`src/rtl/mem_access_arbiter_if.sv`:
```
// Request/response bundle between the CPU and DMA masters, the memory arbiter and the data memory.
// The slave view is the arbiter; the master view is everything around it.
interface mem_access_arbiter_if;
    logic        cpuReq, cpuWe, cpuAck, cpuErr;
    logic [31:0] cpuAddr, cpuWdata, cpuRdata;
    logic        dmaReq, dmaWe, dmaAck, dmaErr;
    logic [31:0] dmaAddr, dmaWdata, dmaRdata;
    logic        memEn, memWe;
    logic [10:0] memAddr;
    logic [31:0] memWdata, memRdata;

    modport slave (
        input  cpuReq, cpuWe, cpuAddr, cpuWdata,
        input  dmaReq, dmaWe, dmaAddr, dmaWdata,
        input  memRdata,
        output cpuAck, cpuErr, cpuRdata,
        output dmaAck, dmaErr, dmaRdata,
        output memEn, memWe, memAddr, memWdata
    );

    modport master (
        output cpuReq, cpuWe, cpuAddr, cpuWdata,
        output dmaReq, dmaWe, dmaAddr, dmaWdata,
        output memRdata,
        input  cpuAck, cpuErr, cpuRdata,
        input  dmaAck, dmaErr, dmaRdata,
        input  memEn, memWe, memAddr, memWdata
    );
endinterface

```
`src/rtl/mem_access_arbiter.sv`:
```
// Round-robin CPU/DMA arbiter in front of the single-port 2048-word data memory, with address decode and fault acks.
// Optional sticky fault capture (faultClr/faultValid/faultAddr/faultSrc) when MEM_ARB_FAULT_LATCH_EN is defined.
module mem_access_arbiter #(
    parameter logic [31:0] DATA_BASE  = 32'h10010000,
    parameter logic [31:0] STACK_BASE = 32'hEFFFF000,
    parameter logic [31:0] SEG_BYTES  = 32'h1000
) (
    input  logic clk,
    input  logic rst_n,
    mem_access_arbiter_if.slave bus
`ifdef MEM_ARB_FAULT_LATCH_EN
    ,
    input  logic        faultClr,
    output logic        faultValid,
    output logic [31:0] faultAddr,
    output logic        faultSrc
`endif
);
    typedef enum logic [1:0] {IDLE, ACCESS, RESP, ERR} state_t;

    state_t      state, stateNxt;
    logic        lastGrant;   // 0 = CPU, 1 = DMA
    logic        winner;
    logic        weQ;
    logic [31:0] wdataQ;
    logic [10:0] addrQ;
    logic [31:0] cpuRdataQ, dmaRdataQ;

    logic        anyReq, grantDma, hitData, hitStack, fault;
    logic [31:0] selAddr, offData, offStack;
    logic [10:0] physAddr;

    // Arbitration and decode only matter in IDLE, where the request is sampled.
    always_comb begin
        anyReq   = bus.cpuReq || bus.dmaReq;
        grantDma = bus.dmaReq && (!bus.cpuReq || !lastGrant);
        selAddr  = grantDma ? bus.dmaAddr : bus.cpuAddr;
        offData  = selAddr - DATA_BASE;
        offStack = selAddr - STACK_BASE;
        hitData  = offData < SEG_BYTES;
        hitStack = offStack < SEG_BYTES;
        fault    = !(hitData || hitStack) || (selAddr[1:0] != 2'b00);
        physAddr = hitData ? {1'b0, offData[11:2]} : {1'b1, offStack[11:2]};
    end

    always_comb begin
        stateNxt = state;
        case (state)
            IDLE:     if (anyReq) stateNxt = fault ? ERR : ACCESS;
            ACCESS:   stateNxt = RESP;
            RESP:     stateNxt = IDLE;
            ERR:      stateNxt = IDLE;
            default:  stateNxt = IDLE;
        endcase
    end

    always_ff @(posedge clk or negedge rst_n) begin
        if (!rst_n) begin
            state     <= IDLE;
            lastGrant <= 1'b1;
            winner    <= 1'b0;
            weQ       <= 1'b0;
            wdataQ    <= '0;
            addrQ     <= '0;
            cpuRdataQ <= '0;
            dmaRdataQ <= '0;
        end else begin
            state <= stateNxt;
            if (state == IDLE && anyReq) begin
                winner    <= grantDma;
                lastGrant <= grantDma;
                weQ       <= grantDma ? bus.dmaWe : bus.cpuWe;
                wdataQ    <= grantDma ? bus.dmaWdata : bus.cpuWdata;
                addrQ     <= physAddr;
            end
            if (state == RESP && !weQ) begin
                if (winner) dmaRdataQ <= bus.memRdata;
                else        cpuRdataQ <= bus.memRdata;
            end
        end
    end

    // Read data is forwarded straight from the memory during RESP so it is valid alongside the ack.
    assign bus.memEn    = (state == ACCESS);
    assign bus.memWe    = (state == ACCESS) && weQ;
    assign bus.memAddr  = addrQ;
    assign bus.memWdata = wdataQ;
    assign bus.cpuAck   = (state == RESP || state == ERR) && !winner;
    assign bus.cpuErr   = (state == ERR) && !winner;
    assign bus.dmaAck   = (state == RESP || state == ERR) && winner;
    assign bus.dmaErr   = (state == ERR) && winner;
    assign bus.cpuRdata = (state == RESP && !winner && !weQ) ? bus.memRdata : cpuRdataQ;
    assign bus.dmaRdata = (state == RESP && winner && !weQ) ? bus.memRdata : dmaRdataQ;

`ifdef MEM_ARB_FAULT_LATCH_EN
    logic faultEvent;
    assign faultEvent = (state == IDLE) && anyReq && fault;

    // A fault arriving with faultClr wins, so no fault is ever lost to a clear.
    always_ff @(posedge clk or negedge rst_n) begin
        if (!rst_n) begin
            faultValid <= 1'b0;
            faultAddr  <= '0;
            faultSrc   <= 1'b0;
        end else if (faultEvent && (!faultValid || faultClr)) begin
            faultValid <= 1'b1;
            faultAddr  <= selAddr;
            faultSrc   <= grantDma;
        end else if (faultClr) begin
            faultValid <= 1'b0;
        end
    end
`endif
endmodule

```
`src/flat_wrapper.sv`:
```
// flat-port wrapper written by rule: the top's interface ports become plain ports
module mem_access_arbiter_flat 
#(
    parameter logic [31:0] DATA_BASE  = 32'h10010000,
    parameter logic [31:0] STACK_BASE = 32'hEFFFF000,
    parameter logic [31:0] SEG_BYTES  = 32'h1000
)
  (clk, rst_n, bus_cpuReq, bus_cpuWe, bus_cpuAddr, bus_cpuWdata, bus_dmaReq, bus_dmaWe, bus_dmaAddr, bus_dmaWdata, bus_memRdata, bus_cpuAck, bus_cpuErr, bus_cpuRdata, bus_dmaAck, bus_dmaErr, bus_dmaRdata, bus_memEn, bus_memWe, bus_memAddr, bus_memWdata);
  mem_access_arbiter_if bus_i ();
  input  logic clk;
  input  logic rst_n;
  input wire logic [$bits(bus_i.cpuReq)-1:0] bus_cpuReq;
  input wire logic [$bits(bus_i.cpuWe)-1:0] bus_cpuWe;
  input wire logic [$bits(bus_i.cpuAddr)-1:0] bus_cpuAddr;
  input wire logic [$bits(bus_i.cpuWdata)-1:0] bus_cpuWdata;
  input wire logic [$bits(bus_i.dmaReq)-1:0] bus_dmaReq;
  input wire logic [$bits(bus_i.dmaWe)-1:0] bus_dmaWe;
  input wire logic [$bits(bus_i.dmaAddr)-1:0] bus_dmaAddr;
  input wire logic [$bits(bus_i.dmaWdata)-1:0] bus_dmaWdata;
  input wire logic [$bits(bus_i.memRdata)-1:0] bus_memRdata;
  output wire logic [$bits(bus_i.cpuAck)-1:0] bus_cpuAck;
  output wire logic [$bits(bus_i.cpuErr)-1:0] bus_cpuErr;
  output wire logic [$bits(bus_i.cpuRdata)-1:0] bus_cpuRdata;
  output wire logic [$bits(bus_i.dmaAck)-1:0] bus_dmaAck;
  output wire logic [$bits(bus_i.dmaErr)-1:0] bus_dmaErr;
  output wire logic [$bits(bus_i.dmaRdata)-1:0] bus_dmaRdata;
  output wire logic [$bits(bus_i.memEn)-1:0] bus_memEn;
  output wire logic [$bits(bus_i.memWe)-1:0] bus_memWe;
  output wire logic [$bits(bus_i.memAddr)-1:0] bus_memAddr;
  output wire logic [$bits(bus_i.memWdata)-1:0] bus_memWdata;
  assign bus_i.cpuReq = bus_cpuReq;
  assign bus_i.cpuWe = bus_cpuWe;
  assign bus_i.cpuAddr = bus_cpuAddr;
  assign bus_i.cpuWdata = bus_cpuWdata;
  assign bus_i.dmaReq = bus_dmaReq;
  assign bus_i.dmaWe = bus_dmaWe;
  assign bus_i.dmaAddr = bus_dmaAddr;
  assign bus_i.dmaWdata = bus_dmaWdata;
  assign bus_i.memRdata = bus_memRdata;
  assign bus_cpuAck = bus_i.cpuAck;
  assign bus_cpuErr = bus_i.cpuErr;
  assign bus_cpuRdata = bus_i.cpuRdata;
  assign bus_dmaAck = bus_i.dmaAck;
  assign bus_dmaErr = bus_i.dmaErr;
  assign bus_dmaRdata = bus_i.dmaRdata;
  assign bus_memEn = bus_i.memEn;
  assign bus_memWe = bus_i.memWe;
  assign bus_memAddr = bus_i.memAddr;
  assign bus_memWdata = bus_i.memWdata;
  mem_access_arbiter #(.DATA_BASE(DATA_BASE), .STACK_BASE(STACK_BASE), .SEG_BYTES(SEG_BYTES)) u_core (.clk(clk), .rst_n(rst_n), .bus(bus_i));
endmodule
```
`config.mk`:
```
export PLATFORM = sky130hd
export DESIGN_NAME = mem_access_arbiter_flat
export DESIGN_NICKNAME = d
export VERILOG_FILES = /design/src/rtl/mem_access_arbiter_if.sv /design/src/rtl/mem_access_arbiter.sv /design/src/flat_wrapper.sv
export SDC_FILE = /design/constraint.sdc
export NUM_CORES = 1
export LEC_CHECK = 0
export ABC_AREA = 1
export BUFFER_PORTS_ARGS = -buffer_cell sky130_fd_sc_hd__buf_2
export CELL_PAD_IN_SITES_DETAIL_PLACEMENT = 0
export CELL_PAD_IN_SITES_GLOBAL_PLACEMENT = 1
export CORE_MARGIN = 1.5
export CORE_UTILIZATION = 32
export CTS_CLUSTER_DIAMETER = 50
export DETAILED_ROUTE_END_ITERATION = 12
export GPL_TIMING_DRIVEN = 1
export PLACE_DENSITY = 0.78
export SLEW_MARGIN = 20
export SYNTH_ARGS = -nofsm -noshare
export SYNTH_HDL_FRONTEND = slang
export SYNTH_SLANG_ARGS = --single-unit
```
`constraint.sdc`:
```
create_clock -name clk -period 2.07 [get_ports clk]
set_input_delay 0.207 -clock clk [delete_from_list [all_inputs] [get_ports clk]]
set_output_delay 0.207 -clock clk [all_outputs]
set_load 0.01 [all_outputs]
```
# Word-level counts from Yosys, hierarchy flattened
# Cells that the tools add are included.
# op_classes
n_addsub,2
n_lt_le_gt_ge,2
eq_ne,4
n_mux,9
bitwise_logic,1
n_reduce_logical,27
# ops
cell,n
32-bit 2-to-1 mux,4
"32-bit by 13-bit < comparator with 1-bit output, second input constant",2
"32-bit by 29-bit subtractor with 32-bit output, second input constant",1
"32-bit subtractor, second input constant",1
1-bit logical AND,12
11-bit 2-to-1 mux,1
2-bit case mux with 3 select lines,1
1-bit zero test,5
1-bit logical OR,5
"2-bit == test, second input constant",2
2-bit 2-to-1 mux,2
2-bit AND reduction,2
"2-bit by 1-bit == test with 1-bit output, second input constant",1
2-bit zero test,1
"2-bit by 1-bit != test with 1-bit output, second input constant",1
2-bit nonzero test,1
2-bit OR reduction,1
1-bit 2-to-1 mux,1
1-bit inverter,1
# word_totals
regBits,112
elab_cells,53

# Longest topological paths before layout
# depth
ltp_word,12
mapped_depth,17
depth_no_buf,16

# Worst setup path before layout
# OpenSTA, ideal clock, no wires.
# synth_timing
path_type,register -> register
start,register u_core.lastGrant
end,register u_core.state[1]
setup_ns,0.120
arrival_ns,1.763
required_time_ns,1.950
path_slack_ns,0.188
path_stages_with_launch,15
path_buffers,2
cell_sequence,dfstp_2 -> nand2_4 -> nand2_4 -> buf_6 -> buf_6 -> inv_2 -> or2_2 -> o21ai_2 -> inv_1 -> nand3_1 -> nand2_1 -> nor2_1 -> nand3_1 -> nand2_1 -> a21oi_2
# synth_between
elab_chain_cells,12
elab_cells_between_ends,15
classes_between,add/sub (2); order compare (2); mux (4); reduce/logical (7)
# synth_lines
element,line_no,rtl
"start, declared",mem_access_arbiter.sv:22,logic lastGrant;
"start signal, assigned",mem_access_arbiter.sv:71,lastGrant <= grantDma;
1-bit zero test *,mem_access_arbiter.sv:36,grantDma = bus.dmaReq && (!bus.cpuReq || !lastGrant);
1-bit logical OR *,mem_access_arbiter.sv:36,
1-bit logical AND *,mem_access_arbiter.sv:36,
32-bit 2-to-1 mux *,mem_access_arbiter.sv:37,selAddr = grantDma ? bus.dmaAddr : bus.cpuAddr;
32-bit by 29-bit subtractor with 32-bit output or 32-bit subtractor (tied branches),"mem_access_arbiter.sv:38, mem_access_arbiter.sv:39",
"32-bit by 13-bit < comparator with 1-bit output, on equally long branches","mem_access_arbiter.sv:40, mem_access_arbiter.sv:41",
1-bit logical OR,mem_access_arbiter.sv:42,fault = !(hitData || hitStack) || (selAddr[1:0] != 2'b00);
1-bit zero test,mem_access_arbiter.sv:42,
1-bit logical OR *,mem_access_arbiter.sv:42,
2-bit 2-to-1 mux * (2 in a row),mem_access_arbiter.sv:49,IDLE: if (anyReq) stateNxt = fault ? ERR : ACCESS;
2-bit case mux with 3 select lines *,mem_access_arbiter.sv:48,case (state)
"end signal, assigned",mem_access_arbiter.sv:68,state <= stateNxt;
"end, declared",mem_access_arbiter.sv:21,"state_t state, stateNxt;"
# Every way passes the cells marked *; elsewhere a longest branch is shown, timed or not. The select of a mux whose other input is x is not followed.
# A chain may end at the register's enable or synchronous reset.

# Worst setup path after layout
# Ends and elaborated chain as after synthesis.

==> metrics.txt <==
# TYPE chip_impl_metric gauge
chip_impl_info{name="result_of_the_run",value="complete, but fails checks"} 1
chip_impl_info{name="violations",value="negative setup slack"} 1
chip_impl_info{name="setup_repair_after_global_routing_missed_its_margin",value="yes"} 1
chip_impl_info{name="setup.worst_path.class",value="flop to flop"} 1
chip_impl_metric{name="first_pass_grt_wire_length",unit="um"} 29300
chip_impl_metric{name="grt_pass1_vias",unit=""} 5799
chip_impl_metric{name="wirelength_met1",unit="um"} 8510
chip_impl_metric{name="placementRows",unit=""} 50
chip_impl_metric{name="mappedNetlistNets",unit=""} 1005
chip_impl_metric{name="antenna_left",unit=""} 0
chip_impl_info{name="crit_start",value="u_core.lastGrant$_DFFE_PN1P_"} 1
chip_impl_metric{name="drt-initial-drc-count",unit=""} 278
chip_impl_metric{name="drive_above_1_share",unit="%"} 35.6
chip_impl_metric{name="starting_utilization_of_the_core_area",unit="%"} 32.5
chip_impl_info{name="ys.flop_type",value="sky130_fd_sc_hd__dfrtp_1"} 1
chip_impl_metric{name="dieArea",unit="um^2"} 19900
chip_impl_metric{name="multi_input_combinational_cell_area",unit="um^2"} 3000
chip_impl_metric{name="route.met2.wl",unit="um"} 9010
chip_impl_metric{name="synth_top_area_share",unit="%"} 45.6
chip_impl_metric{name="post_drt_via_cell_ratio",unit=""} 4.66
chip_impl_metric{name="yosysUniqueCellTypes",unit=""} 30
chip_impl_metric{name="buffer_ports.inserted",unit=""} 278
chip_impl_metric{name="cts.htree.levels",unit=""} 3
chip_impl_metric{name="skew",unit="ps"} 12.8
chip_impl_info{name="regToRegStartpoint",value="u_core.lastGrant$_DFFE_PN1P_"} 1
chip_impl_info{name="crit_path_most_repeated_cell",value="sky130_fd_sc_hd__nand2_2"} 1
chip_impl_metric{name="antenna_found_initial",unit=""} 1
chip_impl_metric{name="die_height",unit="um"} 141
chip_impl_info{name="tritoncts",value="built"} 1
chip_impl_metric{name="final-max-slew-violation-count",unit=""} 0
chip_impl_metric{name="average_cell_area_after_synthesis",unit="um^2"} 7.25
chip_impl_metric{name="count_of_pins_on_the_block_boundary",unit=""} 279
chip_impl_metric{name="clk_latency",unit="ps"} 360
chip_impl_metric{name="final.period_utilization",unit="%"} 106
chip_impl_metric{name="timing.final.hold_violations",unit=""} 0
chip_impl_metric{name="ys_warn_count",unit=""} 0
chip_impl_metric{name="layout.cell_area.non_filler",unit="um^2"} 8600
chip_impl_metric{name="postLayoutCoreUtil",unit="%"} 46.0
chip_impl_metric{name="num-fill-cells",unit=""} 1900
chip_impl_metric{name="detail_route.wirelength",unit="um"} 19500
chip_impl_metric{name="post-dp-hpwl",unit="um"} 13800
chip_impl_metric{name="hold_path_depth",unit=""} 3
chip_impl_metric{name="worst-r2r-cell-count",unit=""} 12
chip_impl_metric{name="dr_wl_met3",unit="um"} 1500
chip_impl_metric{name="crit_required",unit="ps"} 2310
chip_impl_metric{name="cts_sinks",unit=""} 112
chip_impl_metric{name="sequential_fraction_of_the_synthesis_area",unit="%"} 46.1
chip_impl_metric{name="achievable-frequency",unit="MHz"} 455
chip_impl_metric{name="timing.max_cap.violations",unit=""} 0
chip_impl_metric{name="area_of_the_core_region",unit="um^2"} 18700
chip_impl_metric{name="globalRouteOverflowTotal",unit=""} 0
chip_impl_metric{name="finalCriticalPeriod",unit="ps"} 2200
chip_impl_metric{name="critPathMaxStageDelay",unit="ps"} 590
chip_impl_metric{name="vdd.ir_drop.worst",unit="mV"} 0.595
chip_impl_metric{name="synth.cell_area",unit="um^2"} 6090
chip_impl_metric{name="worst_setup_hold_path_clk_slew",unit="ps"} 80
chip_impl_metric{name="vias",unit=""} 6372
chip_impl_info{name="hold_path_class",value="input port to flop"} 1
chip_impl_metric{name="numCtsBuffers",unit=""} 9
chip_impl_metric{name="final_critical_path_setup_slack",unit="ps"} -129
chip_impl_info{name="yosysTopAreaCell",value="sky130_fd_sc_hd__dfrtp_1"} 1
chip_impl_info{name="worst_r2r_endpoint",value="u_core.state[1]$_DFFE_PN0P_"} 1
chip_impl_metric{name="slew_headroom",unit="%"} 66.5
chip_impl_metric{name="synthesized_netlist_cell_count",unit=""} 839
chip_impl_info{name="most_common_cell_in_the_synthesized_netlist",value="sky130_fd_sc_hd__nand2_1"} 1
chip_impl_metric{name="firstDrtPassIters",unit=""} 5
chip_impl_metric{name="critical_path_fanouts_max",unit=""} 7
chip_impl_metric{name="async_set_or_reset_flop_fraction_in_the_synthesized_netlist",unit="%"} 100
chip_impl_info{name="worst_setup_path_endpoint",value="u_core.state[1]$_DFFE_PN0P_"} 1
chip_impl_metric{name="cellLeakagePower",unit="nW"} 4.51
chip_impl_info{name="cp_cell_sequence",value="nand2_8, buf_12, nand3_1, nand2_2, buf_4, nor3_4, nand2_2, xor2_1, nor2_2, nand3_2, nand2_1, a21oi_2"} 1
chip_impl_metric{name="grt.total_usage",unit="%"} 18.6
chip_impl_metric{name="synth-edff-count",unit=""} 0
chip_impl_metric{name="regArea",unit="um^2"} 2810
chip_impl_metric{name="die_width",unit="um"} 141
chip_impl_metric{name="setup.reg_to_reg.worst_slack",unit="ps"} -130
chip_impl_info{name="slowest_stage",value="sky130_fd_sc_hd__dfstp_2"} 1
chip_impl_metric{name="routedWlPerCell",unit="um"} 14.3
chip_impl_metric{name="largest_net_degree_at_the_start_of_global_routing",unit=""} 91
chip_impl_metric{name="worst-slew-pin-transition",unit="ps"} 503
chip_impl_info{name="timing.critical_path.from_type",value="flop"} 1
chip_impl_metric{name="finalNetCount",unit=""} 1293
chip_impl_metric{name="placement.cell_area",unit="um^2"} 7930
chip_impl_info{name="synthTopCellsByCount",value="251 x sky130_fd_sc_hd__nand2_1, 134 x sky130_fd_sc_hd__o21ai_0, 111 x sky130_fd_sc_hd__dfrtp_1"} 1
chip_impl_metric{name="drc",unit=""} 0
chip_impl_metric{name="ys_seq_elements",unit=""} 112
chip_impl_metric{name="arrival",unit="ps"} 2440
chip_impl_metric{name="setup_viol",unit=""} 2
chip_impl_metric{name="powerDensity",unit="nW/um^2"} 1360
chip_impl_info{name="synth_top_cells_by_area",value="sky130_fd_sc_hd__dfrtp_1 46%, sky130_fd_sc_hd__nand2_1 15%, sky130_fd_sc_hd__o21ai_0 11%"} 1
chip_impl_info{name="root_buffer_cell",value="sky130_fd_sc_hd__clkbuf_16"} 1
chip_impl_metric{name="area_delta_synth_final",unit="%"} 41.3
chip_impl_info{name="dr_top_layer",value="met4"} 1
chip_impl_metric{name="finalWeightedCongestion",unit=""} 0.889
chip_impl_metric{name="clock_path_buffers",unit=""} 2
chip_impl_info{name="critPathCaptureType",value="flop"} 1
[placed cells by master (no fill, tap or decap), types with 12 or more instances in the layout]
cell,synthesis,routed
sky130_fd_sc_hd__nand3b_1,12,12
sky130_fd_sc_hd__dfrtp_1,111,110
sky130_fd_sc_hd__clkbuf_16,0,13
sky130_fd_sc_hd__buf_2,11,277
sky130_fd_sc_hd__nand2_1,251,236
sky130_fd_sc_hd__inv_1,70,70
sky130_fd_sc_hd__nand2_2,14,25
sky130_fd_sc_hd__a31oi_1,43,43
sky130_fd_sc_hd__buf_4,2,31
sky130_fd_sc_hd__nor2_1,88,79
sky130_fd_sc_hd__o21ai_0,134,132
sky130_fd_sc_hd__nand3_1,38,32
[layout make-up]
cell class	count	area share (%)
antenna	1	0.0291
clock buffer	10	2.78
clock inverter	6	1.22
inverter	72	3.14
multi-input combinational	610	34.8
sequential	112	32.6
tap	234	3.40
timing repair buffer	322	22.0
[power breakdown]
group | switching [mW] | internal, mW | total (mW)
Clock | 0.874 | 1.12 | 2.00
Combinational | 3.64 | 2.38 | 6.02
Sequential | 0.422 | 3.28 | 3.71
[metal layers]
metal	vias up	GRT usage, %
met2	227	30.3
met3	24	5.74
li1	3293	-
met1	2828	23.7
met5	-	0
met4	0	5.81
[flip-flops by register name (all words and copies together) (netlist names)]
name and count:
u_core.weQ 1, u_core.bus.memWdata 32, u_core.winner 1, u_core.bus.memAddr 11
u_core.state 2, u_core.lastGrant 1, u_core.cpuRdataQ 32, u_core.dmaRdataQ 32
[through the flow]
stage / setup WS (ps) / setup TNS [ps] / cells / power, mW / hold WS, ps
after floorplan: 188 / 0 / 839 / 7.01 / -88.6
after global placement: -147 / -256 / 1341 / 9.35 / 19.6
after detailed placement: -129 / -208 / 1341 / 9.43 / 18.6
after CTS: -20.6 / -20.6 / 1358 / 11.5 / 74.3
after global routing: -232 / -421 / 1367 / 12.7 / 78.9
final: -129 / -229 / 1367 / 11.7 / 91.1
[logic make-up after synthesis]
logic type,after synthesis,share of synthesized area (%)
compound gates,181,15.9
xor+xnor,1,0.144
buf+inv,119,8.18
flops,112,46.1
simple gates,426,29.7
[critical path: cells and delay by family (launching register included)]
kind / cells / cell delay [ps]
and+or+nand+nor: 8 / 980
buffers and inverters: 2 / 320
xor gates and xnor gates: 1 / 160
AOI/OAI and AO/OA: 1 / 50
DFF: 1 / 590
[worst min path at each step]
stage	startpoint	end	slack, ps
global route	bus_dmaAddr[10]	u_core.bus.memAddr[8]$_DFFE_PN0P_	80
finish	bus_dmaWdata[13]	u_core.bus.memWdata[13]$_DFFE_PN0P_	90
floorplan	rst_n	u_core.bus.memAddr[0]$_DFFE_PN0P_	-90
CTS	bus_dmaWdata[13]	u_core.bus.memWdata[13]$_DFFE_PN0P_	70
detailed placement	rst_n	u_core.dmaRdataQ[1]$_DFFE_PN0P_	20
global placement	rst_n	u_core.dmaRdataQ[1]$_DFFE_PN0P_	20
[repair_timing]
action                                  CTS  global route
pin swaps                                 1            15
endpoints found under the setup margin   14            25
cloned                                    0             6
endpoints found under the hold margin   111             0
buffers inserted                          0             2
resized for setup                        14            34
hold buffers                              1             0
Power figures use the tool's default switching activity.
